===== src/rtl/vsr_pkg.sv =====
// Shared types and constants for the vector stream reader.
package vsr_pkg;

  typedef enum logic [1:0] {
    IDLE  = 2'd0,
    RUN   = 2'd1,
    DRAIN = 2'd2
  } vsr_state_e;

  localparam int VSR_BUF_DEPTH = 2;
  localparam int VSR_CNT_W     = $clog2(VSR_BUF_DEPTH + 1);

endpackage


===== src/rtl/vsr_skid_fifo.sv =====
// Two-entry output buffer: push/pop in the same cycle, head is the oldest entry.
module vsr_skid_fifo
  import vsr_pkg::*;
#(
  parameter int WIDTH = 16
) (
  input  logic                 clk,
  input  logic                 rst_n,
  input  logic                 flush,
  input  logic                 push,
  input  logic [WIDTH-1:0]     push_data,
  input  logic                 pop,
  output logic [VSR_CNT_W-1:0] count,
  output logic [WIDTH-1:0]     head
);

  logic [WIDTH-1:0]     mem_q [VSR_BUF_DEPTH];
  logic                 wr_ptr_q;
  logic                 rd_ptr_q;
  logic [VSR_CNT_W-1:0] count_q;
  logic                 do_push;
  logic                 do_pop;

  // A push into a full buffer is only legal when the head leaves in the same cycle.
  assign do_pop  = pop && (count_q != '0);
  assign do_push = push && ((count_q != VSR_CNT_W'(VSR_BUF_DEPTH)) || do_pop);
  assign count   = count_q;
  assign head    = mem_q[rd_ptr_q];

  always_ff @(posedge clk) begin
    if (!rst_n) begin
      for (int i = 0; i < VSR_BUF_DEPTH; i++) mem_q[i] <= '0;
      wr_ptr_q <= 1'b0;
      rd_ptr_q <= 1'b0;
      count_q  <= '0;
    end else if (flush) begin
      wr_ptr_q <= 1'b0;
      rd_ptr_q <= 1'b0;
      count_q  <= '0;
    end else begin
      if (do_push) begin
        mem_q[wr_ptr_q] <= push_data;
        wr_ptr_q        <= ~wr_ptr_q;
      end
      if (do_pop) rd_ptr_q <= ~rd_ptr_q;
      case ({do_push, do_pop})
        2'b10:   count_q <= count_q + VSR_CNT_W'(1);
        2'b01:   count_q <= count_q - VSR_CNT_W'(1);
        default: count_q <= count_q;
      endcase
    end
  end

endmodule


===== src/rtl/vector_stream_reader.sv =====
// Reads `length` consecutive (wrapping) addresses from NUM_CH parallel memories and
// streams one multi-channel beat per element. Optional abort input: define VSR_ABORT_EN.
module vector_stream_reader
  import vsr_pkg::*;
#(
  parameter int DATA_WIDTH = 8,
  parameter int NUM_CH     = 2,
  parameter int ADDR_WIDTH = 5
) (
  input  logic                         clk,
  input  logic                         rst_n,
  input  logic                         start,
`ifdef VSR_ABORT_EN
  input  logic                         abort,
`endif
  input  logic [ADDR_WIDTH-1:0]        base_addr,
  input  logic [ADDR_WIDTH:0]          length,
  output logic                         busy,
  output logic                         done,
  output logic                         rd_en,
  output logic [ADDR_WIDTH-1:0]        rd_addr,
  input  logic [NUM_CH*DATA_WIDTH-1:0] rd_data,
  output logic                         out_valid,
  input  logic                         out_ready,
  output logic [NUM_CH*DATA_WIDTH-1:0] out_data,
  output logic                         out_last
);

  localparam int OW = NUM_CH * DATA_WIDTH;
  localparam int LW = ADDR_WIDTH + 1;
  localparam int OCC_W = VSR_CNT_W + 1;

  vsr_state_e           state_q;
  logic [ADDR_WIDTH-1:0] addr_q;
  logic [LW-1:0]        reads_left_q;
  logic [LW-1:0]        beats_left_q;
  logic                 inflight_q;
  logic                 busy_q;
  logic                 done_q;
  logic [VSR_CNT_W-1:0] fifo_count;
  logic [OW-1:0]        fifo_head;
  logic                 pop;
  logic                 abort_act;
  logic [OCC_W-1:0]     occ;

`ifdef VSR_ABORT_EN
  assign abort_act = abort && busy_q;
`else
  assign abort_act = 1'b0;
`endif

  // Output handshake: a beat transfers on a cycle where out_valid && out_ready; once
  // out_valid rises, out_data/out_last hold until that cycle (head only moves on pop).
  assign out_valid = (fifo_count != '0);
  assign out_data  = fifo_head;
  assign out_last  = out_valid && (beats_left_q == LW'(1)) && !abort_act;
  assign pop       = out_valid && out_ready;

  // Buffer slots already spoken for after this cycle; a read is issued only into a free slot.
  assign occ   = {1'b0, fifo_count} + OCC_W'(inflight_q) - OCC_W'(pop);
  assign rd_en = (state_q == RUN) && !abort_act && (occ < OCC_W'(VSR_BUF_DEPTH));

  assign rd_addr = addr_q;
  assign busy    = busy_q;
  assign done    = done_q;

  vsr_skid_fifo #(
    .WIDTH(OW)
  ) u_fifo (
    .clk      (clk),
    .rst_n    (rst_n),
    .flush    (abort_act),
    .push     (inflight_q),
    .push_data(rd_data),
    .pop      (pop),
    .count    (fifo_count),
    .head     (fifo_head)
  );

  always_ff @(posedge clk) begin
    if (!rst_n) begin
      state_q      <= IDLE;
      addr_q       <= '0;
      reads_left_q <= '0;
      beats_left_q <= '0;
      inflight_q   <= 1'b0;
      busy_q       <= 1'b0;
      done_q       <= 1'b0;
    end else begin
      done_q     <= 1'b0;
      inflight_q <= rd_en;
      if (pop) beats_left_q <= beats_left_q - LW'(1);
      if (abort_act) begin
        state_q <= IDLE;
        busy_q  <= 1'b0;
        done_q  <= 1'b1;
      end else begin
        case (state_q)
          IDLE: begin
            if (start) begin
              if (length == '0) begin
                done_q <= 1'b1;
              end else begin
                state_q      <= RUN;
                busy_q       <= 1'b1;
                addr_q       <= base_addr;
                reads_left_q <= length;
                beats_left_q <= length;
              end
            end
          end
          RUN: begin
            if (rd_en) begin
              addr_q       <= addr_q + ADDR_WIDTH'(1);
              reads_left_q <= reads_left_q - LW'(1);
              if (reads_left_q == LW'(1)) state_q <= DRAIN;
            end
          end
          DRAIN: begin
            if (pop && (beats_left_q == LW'(1))) begin
              state_q <= IDLE;
              busy_q  <= 1'b0;
              done_q  <= 1'b1;
            end
          end
          default: state_q <= IDLE;
        endcase
      end
    end
  end

endmodule


===== config.mk =====
export PLATFORM = sky130hd
export DESIGN_NAME = vector_stream_reader
export DESIGN_NICKNAME = d
export VERILOG_FILES = /design/src/rtl/vsr_pkg.sv /design/src/rtl/vsr_skid_fifo.sv /design/src/rtl/vector_stream_reader.sv
export SDC_FILE = /design/constraint.sdc
export NUM_CORES = 1
export LEC_CHECK = 0
export ABC_AREA = 1
export CAP_MARGIN = 20
export CORE_MARGIN = 2
export CORE_UTILIZATION = 55
export CTS_CLUSTER_DIAMETER = 60
export DETAILED_ROUTE_END_ITERATION = 8
export DONT_BUFFER_PORTS = 1
export PLACE_DENSITY = 0.7
export SKIP_CTS_REPAIR_TIMING = 1
export SLEW_MARGIN = 5
export SYNTH_ARGS = -nofsm -noshare
export SYNTH_HDL_FRONTEND = slang
export SYNTH_HIERARCHICAL = 1
export SYNTH_SLANG_ARGS = --single-unit

===== constraint.sdc =====
create_clock -name clk -period 3.38 [get_ports clk]
set_clock_uncertainty 0.2 [all_clocks]
set_input_delay 0.507 -clock clk [delete_from_list [all_inputs] [get_ports clk]]
set_output_delay 0.507 -clock clk [all_outputs]
set_load 0.01 [all_outputs]

==> impl_metrics.ini, run 1 <==
[yosys]
avgSynthCellArea_um2 = 8.49
synth-seq-cells = 59
synth_seq_area_share_pct = 47.8
syn_nets = 408
synth_edf_count = 32
syn_inst = 370
synthArstFlopShare_pct = 0
synth_area_um2 = 3140
synth_flop_cell = edfxtp_1
synth.distinct_cells = 32
yosys-top-cells-area = edfxtp_1 (31%), dfxtp_1 (17%), nand2_1 (10%)
synth_area_leader_cell = edfxtp_1
ys_warn_count = 6
synth.top_cell.area_share_pct = 30.6

[clocking]
clk_latency_ns = 0.33
cts_max_level = 3
cts_max_path_buffers = 2
cts_tree = done
cts.sinks = 59
clk_pin_slew_worst_paths_ns = 0.06
cts_made_buffers = 9
cts_root_buf = clkbuf_8

[finish]
num-fill-cells = 488
layout-drive-gt1-share_pct = 13.1
antenna_cells = 0
fin_nets = 414
stdcell_count = 453
area_delta_synth_final_pct = 6.65
multiInputGateArea_um2 = 1390
regArea_um2 = 1500

[worst_setup_path]
path_delay_family = simple AND/OR/NAND/NOR gates
critPathLaunch = u_fifo/count[1]$_SDFFE_PP0P_
crit_chain = nor2_1, nor2_1, nand2_1, o21ai_0, nand2_1, fa_1, nand3_2, nor2_1
crit_cells = 8
critPathCaptureType = output pin
cpMostUsedCell = nor2_1
path_buf_inv = 0
cp_data_required_time_ns = 2.67
reg2reg_from = u_fifo/count[1]$_SDFFE_PP0P_
path_max_fanout = 8
slowest_delay_ns = 0.54
reg2reg_depth = 11
r2r_slack_ns = 0.70
endpoint = rd_en
reg2reg_to = reads_left_q[4]$_SDFFE_PN0P_
crit_slowest_cell = dfxtp_1
cp-start-kind = flip-flop
arrival_ns = 2.26
path_class = reg -> out

[flow_run]
cap_violations = 0

[die]
core_area_um2 = 5510
ioPinCount = 57
dieWidth_um = 79.6
die_area_um2 = 6340
die_h_um = 79.6
start_util_pct = 57.1
rows = 27

[global_route]
antenna_found_initial = 0
overflow = 0
grt_max_degree = 19
first_global_vias = 2207
grt_pass1_wl_mm = 9.50
track_usage_pct = 19.4

[sta]
fmax_mhz = 337
worst-slew-pin-transition_ns = 0.703
fin_crit_sh_pct = 87.7
finalSetupViolCount = 0
slew_viol_final = 0
max-slew-margin-rel_pct = 53.0
tns_ns = 0
finalHoldViolCount = 0
rsz0062_at_grt = false
finalCriticalPeriod_ns = 2.97

[route]
ant_nets = 0
post-route-drc-count = 0
first_iter_violations = 96
firstDrtPassIters = 4
routed_wl_mm = 5.68
dr_total_vias = 2322
wire_per_inst_um = 12.5
viasPerCell = 5.13

[placement]
dp_cells = 437
portBuffers = 0
place_hpwl_mm = 4.06
place.gp.congestion = 0.826

[power_and_ir_drop]
vdd_drop_max_mv = 0.346
power_density_nw_per_um2 = 526
p_leak_nw = 1.43

[outcome]
status = completed

[hold_path]
hold_path.class = in -> reg
worst min-delay path by stage:
stage / from / depth (start not counted) / to / slack [ns]
2_1_floorplan: reads_left_q[1]$_SDFFE_PN0P_ / 2 / reads_left_q[1]$_SDFFE_PN0P_ / 0.25
3_3_place_gp: reads_left_q[1]$_SDFFE_PN0P_ / 2 / reads_left_q[1]$_SDFFE_PN0P_ / 0.28
3_5_place_dp: reads_left_q[1]$_SDFFE_PN0P_ / 2 / reads_left_q[1]$_SDFFE_PN0P_ / 0.28
4_1_cts: rst_n / 2 / reads_left_q[3]$_SDFFE_PN0P_ / 0.08
5_1_grt: rst_n / 2 / reads_left_q[4]$_SDFFE_PN0P_ / 0.1
6_report: rst_n / 2 / reads_left_q[3]$_SDFFE_PN0P_ / 0.09
cells in the mapped netlist (2+ instances only):
library cell  instances
nor2_2               18
mux2_1               16
buf_2                 3
buf_6                 4
ha_1                  6
nand3_1              26
nor2_1               50
inv_2                 6
nand4_1               5
xor2_1                3
a21oi_1              18
dfxtp_1              27
o21ai_0              10
nor3_1                2
edfxtp_1             32
nand4_4               2
nand3_4               2
nand2_1              84
inv_1                43
power breakdown:
group	internal, mW	total (mW)	switching, mW	leakage, nW
logic	0.123	0.363	0.240	0.799
clock network	0.258	0.526	0.268	0.0771
registers	0.820	0.875	0.0554	0.552
total	1.20	1.76	0.564	1.43
per-layer routing:
| metal | wire, um | vias up | part of all wire [%] | track usage (%) |
|---|---|---|---|---|
| met1 | 2450 | 1059 | 43 | 22.6 |
| met4 | 52 | 0 | 0.92 | 7.24 |
| li1 | - | 1202 | - | - |
| met5 | 0 | - | 0 | 0 |
| met2 | 2830 | 56 | 50 | 33.1 |
| met3 | 348 | 5 | 6.1 | 6.22 |
stage by stage:
stage	setup WS, ns	instance area (um^2)	hold slack, ns	total power, mW	util [%]
after floorplan	0.692	3140	0.252	1.19	-
after global placement	0.795	3190	0.275	1.25	58.0
after detailed placement	0.727	3190	0.278	1.25	58.0
after CTS	0.405	3350	0.0816	1.78	60.9
after global routing	0.250	3350	0.0968	1.88	60.9
final	0.415	3350	0.0944	1.76	60.9
registers in the layout (all words and copies together) (netlist names), named ones only:
register and cells:
beats_left_q 6, busy 1, done 1, inflight_q 1
rd_addr 5, reads_left_q 6, state_q 2, u_fifo/count 2
u_fifo/mem_q 32, u_fifo/rd_ptr_q 1, u_fifo/wr_ptr_q 1
logic make-up (layout without fill, tap and decap cells):
kind of cell	Yosys count	in the layout	share of synthesized area, %
simple gates	194	194	28.9
flops	59	59	47.8
buf+inv	58	69	8.00
compound gates	32	32	5.57
mux	16	16	5.73
fa+ha+maj	7	7	3.03
xor+xnor	3	3	0.836
other cells	1	1	0.119
placed cells by master (no fill, tap or decap), drive strengths merged:
master | Yosys | layout
conb | 1 | 1
nand4 | 7 | 7
nor2 | 69 | 69
edfxtp | 32 | 32
clkinv | 1 | 5
nand3 | 29 | 29
buf | 7 | 3
nor3 | 2 | 2
nand2 | 86 | 86
or2 | 1 | 1
inv | 49 | 49
fa | 1 | 1
mux2 | 16 | 16
clkinvlp | 0 | 2
a21oi | 18 | 18
clkbuf | 1 | 10
o21ai | 12 | 12
o21bai | 1 | 1
dfxtp | 27 | 27
o22ai | 1 | 1
xor2 | 3 | 3
ha | 6 | 6
area by class of cell:
| type | count | area share [%] |
|---|---|---|
| clock buffers | 10 | 3.81 |
| clock inverters | 6 | 0.971 |
| inverters | 50 | 5.60 |
| multi-input cells | 253 | 41.5 |
| flip-flops and latches | 59 | 44.8 |
| well taps | 72 | 2.69 |
| repair buffers | 3 | 0.672 |
Note: power is estimated with default switching activity, not from simulation.
==> run 2: changes to the inputs <==
Settings changed: ABC_AREA 1 to 0.
==> run 2 against run 1 <==
Compared with the run above:
- non-clock buffer count grew 1
- hold slack gained 0.012 ns
- sequential cell count stayed put
- final cell count decreased by 21%
- fmax is 2.1% lower
- sequential share of layout area grew 2.3 points
- largest cell class unchanged
==> impl_metrics.ini, run 2 <==
[hold_path]
hold_path.class = in -> reg

[finish]
layout_common_cells = and2_1 (36), edfxtp_1 (32), dfxtp_1 (27)
fin_util_pct = 61.7
largestRegisters = u_fifo/mem_q (32), beats_left_q (6), reads_left_q (6)
top_register = u_fifo/mem_q
fin_nets = 321
antenna_cells = 0
layout_commonest_cell = and2_1
area_delta_synth_final_pct = 7.51
layout-drive-gt1-share_pct = 15.7
postLayoutCellArea_um2 = 3190
largest_reg_flops = 32

[yosys]
synth-compound-area-share_pct = 11.8
synth_xor_area_share_pct = 2.36
syn_inst = 279
ys_warn_count = 6
synth_common_cells = and2_1 (36), edfxtp_1 (32), dfxtp_1 (27)
synth_mux_area_share_pct = 6.07
synth-seq-cells = 59
synth-simple-area-share_pct = 22.6
synthAdderAreaFrac_pct = 3.21
synth_flop_cell = edfxtp_1
synthArstFlopShare_pct = 0
yosys-top-cells-area = edfxtp_1 (32%), dfxtp_1 (18%), and2_1 (7.6%)
synth_area_um2 = 2970
synth.distinct_cells = 47
synth.top_cell.area_share_pct = 32.4
synth_area_leader_cell = edfxtp_1
synth_top_family_by_area = simple AND/OR/NAND/NOR gates
synth_edf_count = 32
yosysMostFrequentCell = and2_1
synth_seq_area_share_pct = 50.6
avgSynthCellArea_um2 = 10.6

[worst_setup_path]
critPathCaptureType = output pin
critPathLaunch = u_fifo/count[1]$_SDFFE_PP0P_
cp-start-kind = flip-flop
reg2reg_depth = 7
path_max_fanout = 11
reg2reg_to = u_fifo/count[1]$_SDFFE_PP0P_
path_class = reg -> out
cp_data_required_time_ns = 2.67
arrival_ns = 2.32
r2r_slack_ns = 0.54
endpoint = rd_en
reg2reg_from = u_fifo/count[1]$_SDFFE_PP0P_

[flow_run]
cap_violations = 0

[sta]
fmax_mhz = 330
timing.hold.ws_ns = 0.107
max-slew-margin-rel_pct = 45.2
fin_crit_sh_pct = 89.6
slew_viol_final = 0
finalCriticalPeriod_ns = 3.03
finalHoldViolCount = 0
worst-slew-pin-transition_ns = 0.818
finalSetupViolCount = 0
tns_ns = 0
layout_setup_ws_ns = 0.351
rsz0062_at_grt = false

[power_and_ir_drop]
vdd_drop_max_mv = 0.289
power_density_nw_per_um2 = 494
p_leak_nw = 1.14

[route]
post-route-drc-count = 0
first_iter_violations = 105
wire_per_inst_um = 16.0
routed_wl_mm = 5.71
viasPerCell = 5.73
firstDrtPassIters = 4
dr_total_vias = 2044
ant_nets = 0

[clocking]
clk_latency_ns = 0.33
clk_pin_slew_worst_paths_ns = 0.07
cts.sinks = 59
cts_max_level = 3
cts_tree = done
cts_root_buf = clkbuf_8
cts_made_buffers = 9
cts_max_path_buffers = 2

[global_route]
overflow = 0
grt_max_degree = 23
grt_pass1_wl_mm = 9.57
track_usage_pct = 20.8
antenna_found_initial = 0
first_global_vias = 2059

[die]
die_h_um = 77.4
rows = 26
start_util_pct = 57.4
core_area_um2 = 5170
ioPinCount = 57
dieWidth_um = 77.4
die_area_um2 = 6000

[placement]
place_hpwl_mm = 3.88
pre_cts_ws_ns = 0.564
portBuffers = 0
place.gp.congestion = 0.752
placed_cell_area_um2 = 3020

[outcome]
status = completed
## run 2: cell count changes in the layout (fill, tap and decap cells not counted), sizes merged, moves of 6 or more
cell / delta
nand4: -6
inv: -43
nor2: -52
nand2: -68
and2: +36
nand3: -21
nor3b: +7
## run 2: worst min path at each step
| stage | cells past startpoint | to | startpoint | slack [ns] |
|---|---|---|---|---|
| 6_report | 1 | rd_addr[0]$_SDFFE_PN0P_ | rst_n | 0.11 |
| 5_1_grt | 1 | rd_addr[0]$_SDFFE_PN0P_ | rst_n | 0.10 |
| 4_1_cts | 1 | rd_addr[0]$_SDFFE_PN0P_ | rst_n | 0.09 |
| 3_5_place_dp | 2 | reads_left_q[5]$_SDFFE_PN0P_ | reads_left_q[5]$_SDFFE_PN0P_ | 0.26 |
| 3_3_place_gp | 2 | reads_left_q[5]$_SDFFE_PN0P_ | reads_left_q[5]$_SDFFE_PN0P_ | 0.25 |
| 2_1_floorplan | 2 | reads_left_q[5]$_SDFFE_PN0P_ | reads_left_q[5]$_SDFFE_PN0P_ | 0.24 |
## run 2: kinds of logic after synthesis
group,after synthesis
flops,59
buf+inv,20
other cells,1
compound gates,53
mux,16
fa+ha+maj,7
simple gates,115
xor+xnor,8
## run 2: routing by layer
layer	wire length (um)	vias up	GRT usage (%)
met5	0	-	0
met4	89	0	9.46
met3	313	8	6.05
met2	2910	52	35.2
met1	2390	971	24.3
li1	-	1013	-
## run 2: layout make-up
cell class                      instances  area, um^2
Multi-Input combinational cell        201        1370
Timing Repair Buffer                    4        30.0
Sequential cell                        59        1500
Tap cell                               70        87.6
Clock inverter                          5        30.0
Fill cell                             451        1980
Clock buffer                           10         138
Inverter                                8        30.0
## run 2: metrics by stage
stage / cells / total power [mW]
floorplan: 280 / 1.01
global placement: 342 / 1.04
detailed placement: 342 / 1.04
CTS: 357 / 1.60
global route: 357 / 1.66
finish: 357 / 1.58
## run 2: critical path: stages (launching register included)
cell and delay [ns]:
dfxtp_1 0.52, nand2_1 0.09, nor2_1 0.16, o21ai_0 0.14
fa_1 0.39, xnor2_1 0.20, nand3_1 0.27, inv_1 0.22
## run 2: report_power, final
part / switching (mW) / internal (mW)
clock network: 0.269 / 0.277
logic: 0.113 / 0.0806
registers: 0.0377 / 0.799
